==> src/rtl/adc_row_packer_if.sv <==
// Downstream FIFO write port of the ADC row packer.
// The packer drives wr_en/din; the FIFO returns its full flag.
interface adc_row_packer_if;
    logic        fifo_wr_en;
    logic [31:0] fifo_din;
    logic        fifo_full;

    modport master (output fifo_wr_en, output fifo_din, input fifo_full);
    modport slave  (input fifo_wr_en, input fifo_din, output fifo_full);
endinterface

==> src/rtl/adc_row_packer.sv <==
// Packs ADC readout samples into header/data/trailer 32-bit words.
// A small skid buffer sits in front of the registered FIFO write port.
module adc_row_packer #(
    parameter int unsigned BUF_DEPTH = 4,
    parameter logic [15:0] HDR_TAG   = 16'hF0A5
) (
    input  logic                    TX_CLK,
    input  logic                    rst_n,
    input  logic                    re_busy,
    input  logic                    ADC_DATA_VALID,
    input  logic [16:0]             DIGOUT,
    input  logic [9:0]              NUM_ROW,
    adc_row_packer_if.master        fifo,
    output logic                    frame_done,
    output logic                    busy,
    output logic                    ovf_sticky,
    output logic [15:0]             drop_cnt,
    output logic [15:0]             frame_cnt
);
    localparam int unsigned AW      = $clog2(BUF_DEPTH);
    localparam logic [AW:0] DEPTH_C = (AW + 1)'(BUF_DEPTH);

    typedef enum logic [1:0] {
        ST_IDLE    = 2'd0,
        ST_HEADER  = 2'd1,
        ST_DATA    = 2'd2,
        ST_TRAILER = 2'd3
    } state_t;

    function automatic logic [15:0] sat_inc16(input logic [15:0] v);
        return (v == 16'hFFFF) ? v : v + 16'd1;
    endfunction

    state_t         state_r, state_nx_s;
    logic           re_busy_d_r, valid_d_r, armed_r;
    logic [9:0]     num_row_r, row_idx_r, row_inc_s;
    logic [15:0]    sample_cnt_r, drop_cnt_r, frame_cnt_r;
    logic           frame_ovf_r, ovf_sticky_r, frame_done_r, busy_r;
    logic [31:0]    mem_r [BUF_DEPTH];
    logic [AW-1:0]  wr_ptr_r, rd_ptr_r;
    logic [AW:0]    count_r;
    logic           wr_en_r;
    logic [31:0]    din_r;

    logic           start_s, vfall_s, full_s, pop_s, push_s;
    logic [31:0]    push_word_s;
    logic           sample_s, drop_s, row_step_s, done_s, exit_s;

    // armed_r blocks a frame start until re_busy has been seen low after reset
    assign start_s   = re_busy & ~re_busy_d_r & armed_r;
    assign vfall_s   = valid_d_r & ~ADC_DATA_VALID;
    assign full_s    = (count_r == DEPTH_C);
    assign pop_s     = (count_r != '0) & ~fifo.fifo_full;
    assign row_inc_s = row_idx_r + 10'd1;

    assign fifo.fifo_wr_en = wr_en_r;
    assign fifo.fifo_din   = din_r;
    assign frame_done      = frame_done_r;
    assign busy            = busy_r;
    assign ovf_sticky      = ovf_sticky_r;
    assign drop_cnt        = drop_cnt_r;
    assign frame_cnt       = frame_cnt_r;

    // Next-state and push/drop decode
    always_comb begin
        state_nx_s  = state_r;
        push_s      = 1'b0;
        push_word_s = 32'h0000_0000;
        sample_s    = 1'b0;
        drop_s      = 1'b0;
        row_step_s  = 1'b0;
        done_s      = 1'b0;
        exit_s      = 1'b0;
        case (state_r)
            ST_IDLE: begin
                if (start_s) begin
                    state_nx_s = ST_HEADER;
                end else begin
                    state_nx_s = ST_IDLE;
                end
            end
            ST_HEADER: begin
                drop_s = ADC_DATA_VALID;
                if (!full_s) begin
                    push_s      = 1'b1;
                    push_word_s = {HDR_TAG, frame_cnt_r};
                    state_nx_s  = ST_DATA;
                end else begin
                    state_nx_s  = ST_HEADER;
                end
            end
            ST_DATA: begin
                row_step_s = vfall_s;
                exit_s     = ~re_busy |
                             (vfall_s & (num_row_r != 10'd0) & (row_inc_s == num_row_r));
                if (exit_s) begin
                    state_nx_s = ST_TRAILER;
                end else if (ADC_DATA_VALID) begin
                    sample_s    = 1'b1;
                    push_word_s = {4'hA, row_idx_r, 1'b0, DIGOUT};
                    // a pop in the same cycle frees the slot this push needs
                    if (!full_s || pop_s) begin
                        push_s = 1'b1;
                    end else begin
                        drop_s = 1'b1;
                    end
                end else begin
                    state_nx_s = ST_DATA;
                end
            end
            ST_TRAILER: begin
                if (!full_s) begin
                    push_s      = 1'b1;
                    push_word_s = {4'hE, frame_ovf_r, 1'b0, row_idx_r, sample_cnt_r};
                    done_s      = 1'b1;
                    state_nx_s  = ST_IDLE;
                end else begin
                    state_nx_s  = ST_TRAILER;
                end
            end
            default: begin
                state_nx_s = ST_IDLE;
            end
        endcase
    end

    // FSM state, edge detectors, frame counters and status flags
    always_ff @(posedge TX_CLK or negedge rst_n) begin
        if (!rst_n) begin
            state_r      <= ST_IDLE;
            re_busy_d_r  <= 1'b0;
            valid_d_r    <= 1'b0;
            armed_r      <= 1'b0;
            num_row_r    <= 10'd0;
            row_idx_r    <= 10'd0;
            sample_cnt_r <= 16'd0;
            frame_ovf_r  <= 1'b0;
            ovf_sticky_r <= 1'b0;
            drop_cnt_r   <= 16'd0;
            frame_cnt_r  <= 16'd0;
            frame_done_r <= 1'b0;
            busy_r       <= 1'b0;
        end else begin
            state_r      <= state_nx_s;
            re_busy_d_r  <= re_busy;
            valid_d_r    <= ADC_DATA_VALID;
            armed_r      <= armed_r | ~re_busy;
            busy_r       <= (state_nx_s != ST_IDLE);
            frame_done_r <= done_s;
            if (done_s) begin
                frame_cnt_r <= frame_cnt_r + 16'd1;
            end
            if (drop_s) begin
                ovf_sticky_r <= 1'b1;
                drop_cnt_r   <= sat_inc16(drop_cnt_r);
            end
            if ((state_r == ST_IDLE) && start_s) begin
                num_row_r    <= NUM_ROW;
                row_idx_r    <= 10'd0;
                sample_cnt_r <= 16'd0;
                frame_ovf_r  <= 1'b0;
            end else begin
                if (row_step_s) begin
                    row_idx_r <= row_inc_s;
                end
                if (sample_s) begin
                    sample_cnt_r <= sat_inc16(sample_cnt_r);
                end
                if (drop_s) begin
                    frame_ovf_r <= 1'b1;
                end
            end
        end
    end

    // Skid buffer pointers/occupancy and registered FIFO write port
    always_ff @(posedge TX_CLK or negedge rst_n) begin
        if (!rst_n) begin
            wr_ptr_r <= '0;
            rd_ptr_r <= '0;
            count_r  <= '0;
            wr_en_r  <= 1'b0;
            din_r    <= 32'h0000_0000;
        end else begin
            if (push_s) begin
                wr_ptr_r <= wr_ptr_r + AW'(1);
            end
            if (pop_s) begin
                rd_ptr_r <= rd_ptr_r + AW'(1);
                din_r    <= mem_r[rd_ptr_r];
                wr_en_r  <= 1'b1;
            end else begin
                wr_en_r  <= 1'b0;
            end
            case ({push_s, pop_s})
                2'b10:   count_r <= count_r + (AW + 1)'(1);
                2'b01:   count_r <= count_r - (AW + 1)'(1);
                default: count_r <= count_r;
            endcase
        end
    end

    // Buffer storage; stale contents are harmless because count_r gates reads
    always_ff @(posedge TX_CLK) begin
        if (push_s) begin
            mem_r[wr_ptr_r] <= push_word_s;
        end
    end
endmodule

==> src/flat_wrapper.sv <==
// flat-port wrapper written by rule: the top's interface ports become plain ports
module adc_row_packer_flat 
#(
    parameter int unsigned BUF_DEPTH = 4,
    parameter logic [15:0] HDR_TAG   = 16'hF0A5
)
  (TX_CLK, rst_n, re_busy, ADC_DATA_VALID, DIGOUT, NUM_ROW, frame_done, busy, ovf_sticky, drop_cnt, frame_cnt, fifo_fifo_wr_en, fifo_fifo_din, fifo_fifo_full);
  adc_row_packer_if fifo_i ();
  input  logic TX_CLK;
  input  logic rst_n;
  input  logic re_busy;
  input  logic ADC_DATA_VALID;
  input  logic [16:0] DIGOUT;
  input  logic [9:0] NUM_ROW;
  output logic frame_done;
  output logic busy;
  output logic ovf_sticky;
  output logic [15:0] drop_cnt;
  output logic [15:0] frame_cnt;
  output wire logic [$bits(fifo_i.fifo_wr_en)-1:0] fifo_fifo_wr_en;
  output wire logic [$bits(fifo_i.fifo_din)-1:0] fifo_fifo_din;
  input wire logic [$bits(fifo_i.fifo_full)-1:0] fifo_fifo_full;
  assign fifo_fifo_wr_en = fifo_i.fifo_wr_en;
  assign fifo_fifo_din = fifo_i.fifo_din;
  assign fifo_i.fifo_full = fifo_fifo_full;
  adc_row_packer #(.BUF_DEPTH(BUF_DEPTH), .HDR_TAG(HDR_TAG)) u_core (.TX_CLK(TX_CLK), .rst_n(rst_n), .re_busy(re_busy), .ADC_DATA_VALID(ADC_DATA_VALID), .DIGOUT(DIGOUT), .NUM_ROW(NUM_ROW), .fifo(fifo_i), .frame_done(frame_done), .busy(busy), .ovf_sticky(ovf_sticky), .drop_cnt(drop_cnt), .frame_cnt(frame_cnt));
endmodule
==> config.mk <==
export PLATFORM = sky130hd
export DESIGN_NAME = adc_row_packer_flat
export DESIGN_NICKNAME = d
export VERILOG_FILES = /design/src/rtl/adc_row_packer_if.sv /design/src/rtl/adc_row_packer.sv /design/src/flat_wrapper.sv
export SDC_FILE = /design/constraint.sdc
export NUM_CORES = 1
export LEC_CHECK = 0
export CAP_MARGIN = 40
export CELL_PAD_IN_SITES_DETAIL_PLACEMENT = 1
export CELL_PAD_IN_SITES_GLOBAL_PLACEMENT = 2
export CORE_UTILIZATION = 32
export DETAILED_ROUTE_END_ITERATION = 8
export GPL_ROUTABILITY_DRIVEN = 0
export GPL_TIMING_DRIVEN = 1
export PLACE_DENSITY = 0.71
export SETUP_SLACK_MARGIN = 0.15
export SLEW_MARGIN = 15
export SYNTH_ARGS = -nofsm -noshare
export SYNTH_HDL_FRONTEND = slang
export SYNTH_SLANG_ARGS = --single-unit
==> constraint.sdc <==
create_clock -name TX_CLK -period 3.2 [get_ports TX_CLK]
set_input_delay 0.64 -clock TX_CLK [delete_from_list [all_inputs] [get_ports TX_CLK]]
set_output_delay 0.64 -clock TX_CLK [all_outputs]
set_load 0.03 [all_outputs]
==> reports/results.tsv <==
metric	value	unit
outcome	completed	
CP endpoint kind	primary output	
Antenna Diode Count	0	
most common cell after layout, fill and taps aside	edfxtp_1	
antenna-violating nets left	0	
Synth Flop Type	edfxtp_1	
H-tree levels	1	
CP startpoint kind	register	
CTS sink cnt	240	
fill count	3280	
Initial Utilization	32.7	%
Final setup viols	0	
fin crit share	77.4	%
DRC	0	
grt ovf	0	
CTS buffer count	26	
initial DRC count	365	
Die Area	0.0331	mm2
slowest stage cell, crit path	clkdlybuf4s50_1	
Final Power	0.0109	W
Slew @ Worst Pin	0.645	ns
crit-path cells	clkdlybuf4s50_1	
initial antenna violation count	0	
number of I/O port buffers	99	
post-synthesis cell count	743	
syn nets	790	
arrival time at the worst endpoint	1.84	ns
num rows	65	
cts repair resizes	0	
Routed WL per cell	19.3	um
final wirelength	24600	um
Max IR drop VDD	0.513	mV
Worst-path clk slew	0.06	ns
Area Growth Syn to Fin	23.2	%
GRT Overall Usage	15.4	%
I/O pin total	100	
CTS root buffer	clkbuf_16	
TritonRoute pass-1 iters	6	
Pleak	4.88	nW
core area	0.0317	mm2
most frequent cells in the layout	124 x edfxtp_1, 115 x dfrtp_1, 98 x clkdlybuf4s50_1	
Mapped Area	0.0104	mm2
Worst Hold Class	reg2reg	
Yosys cell types	58	
largest net degree at the start of global routing	63	
CP bufs+invs	1	
RSZ-0062 raised after global routing	no	
Final Hold Viols	0	
total of max-cap violations	0	
Die Ht	182	um
WS Path Type	reg2out	
Horiz. Die Dim	182	um
Max FO, Critical Path	7	
FF+latch count, synth	240	
via count of the first global-routing pass	6775	
max_slew headroom	56.9	%
Required @ worst endpoint	2.56	ns
Slew Viols, Final	0	
CP top delay family	buffers and inverters	
Clock Skews	0.0120	ns
PD cells	856	mW/mm2
crit-path max cell delay	0.74	ns
Layout Nets	902	
maximum clock path buffer count	3	
via count	6398	
async set-reset flop share out of synthesis	48.3	%
Post-synth EDFFs	124	
Synthesis Warnings	0	
Max Fclk	404	MHz
CTS tree	built	
sequential fraction of the synthesis area	64.0	%
clock latency on the worst-skew pair	0.53	ns
global-route wire length before repair	40000	um
syn_area_per_cell	13.9	um2
setup_tns	0	ns
Via-to-Cell Ratio	5.01	
post-DP HPWL	16900	um
share of cells above drive strength 1	15.7	%
Period minus WS final	2.48	ns
## registers in the layout, summed over array words and instances (netlist names), 3 cells and up
signal                count
u_core.mem_r            124
u_core.fifo.fifo_din     31
u_core.drop_cnt          16
u_core.frame_cnt         16
u_core.sample_cnt_r      16
u_core.num_row_r         10
u_core.row_idx_r         10
u_core.count_r            3
## cell families (layout without fill, tap and decap cells)
group / count (synthesis) / after routing / share of synthesized area [%]
flip-flops: 240 / 240 / 64.0
AND/OR/NAND/NOR: 235 / 235 / 11.3
AO/OA/AOI/OAI: 79 / 79 / 5.25
multiplexers: 65 / 65 / 10.4
XOR/XNOR: 61 / 61 / 5.16
buffers and inverters: 48 / 180 / 1.99
adder cells (fa/ha/maj): 15 / 15 / 1.88
## layer usage
metal  up-vias  wire [um]  part of all wire (%)  track usage (%)
met1      3300      11900                    48             21.9
met4         0        365                   1.5             2.89
met5         -          0                     0                0
met3        31        884                   3.6             2.27
li1       2962          -                     -                -
met2       105      11500                    47             24.9
## report_power, final
part | internal, W | switching (W)
registers | 0.00398 | 0.000422
logic | 0.00161 | 0.00199
clock network | 0.00170 | 0.00121
total | 0.00729 | 0.00362
## synthesized netlist by cell type, drive strengths merged, types with 2 or more instances
cell type / number / area (um2)
edfxtp: 124 / 3720
dfrtp: 116 / 2900
nand2: 88 / 330
nor2: 41 / 154
xor2: 36 / 315
mux2: 34 / 383
mux4: 31 / 698
nand3: 27 / 140
xnor2: 25 / 219
a21oi: 19 / 95.1
clkbuf: 17 / 63.8
a22oi: 16 / 120
buf: 16 / 86.3
inv: 15 / 56.3
ha: 14 / 175
o21ai: 14 / 70.1
and2: 11 / 71.3
nor3: 11 / 55.1
nor4: 10 / 75.1
nand4: 9 / 62.6
or3: 8 / 50.1
and4: 7 / 61.3
a22o: 6 / 52.6
and3: 6 / 37.5
nor2b: 5 / 38.8
a31oi: 4 / 25.0
a221o: 3 / 30.0
nand2b: 3 / 18.8
o211ai: 3 / 27.5
or2: 3 / 18.8
a211oi: 2 / 15.0
nand3b: 2 / 15.0
o311ai: 2 / 17.5
o41ai: 2 / 17.5
## repair_timing
action / in CTS / in global routing
setup endpoints to repair: 0 / 0
endpoints found under the hold margin: 16 / 0
hold buffers: 1 / 0
buffers inserted: 0 / 0
## path summary, 6_finish.rpt
check                      slack, ns                            start  depth (start not counted)                               to
setup / recovery                0.72  u_core.frame_cnt[0]$_DFFE_PN0P_                          1                     frame_cnt[0]
hold / removal                  0.48         u_core.armed_r$_DFF_PN0_                          1         u_core.armed_r$_DFF_PN0_
setup reg to reg                0.76      u_core.state_r[0]$_DFF_PN0_                         13    u_core.count_r[2]$_DFFE_PN0P_
hold reg to reg                 0.48         u_core.armed_r$_DFF_PN0_                          1         u_core.armed_r$_DFF_PN0_
max in group asynchronous       2.01                            rst_n                          3   u_core.wr_ptr_r[0]$_DFFE_PN0P_
min in group asynchronous       0.53                            rst_n                          2  u_core.frame_cnt[6]$_DFFE_PN0P_
## layout make-up
cell class	instances	area, um2	area share (%)
clock buffers	31	689	5.40
well taps	402	503	3.94
multi-input cells	455	3530	27.7
flip-flops and latches	240	6630	51.9
inverters	15	56.3	0.441
repair buffers	117	1200	9.41
clock inverters	17	150	1.18
## through the flow
step	cells	hold WS, ns	utilization, %	cell area [um2]	setup WS [ns]
final	1277	0.479	40.2	12800	0.722
after global routing	1277	0.487	40.2	12800	0.436
after CTS	1277	0.480	40.2	12800	0.683
after detailed placement	1228	0.462	37.6	11900	0.329
after global placement	1228	0.450	37.6	11900	0.378
after floorplan	743	0.344	-	10400	0.631
Note: power is estimated with default switching activity, not from simulation.
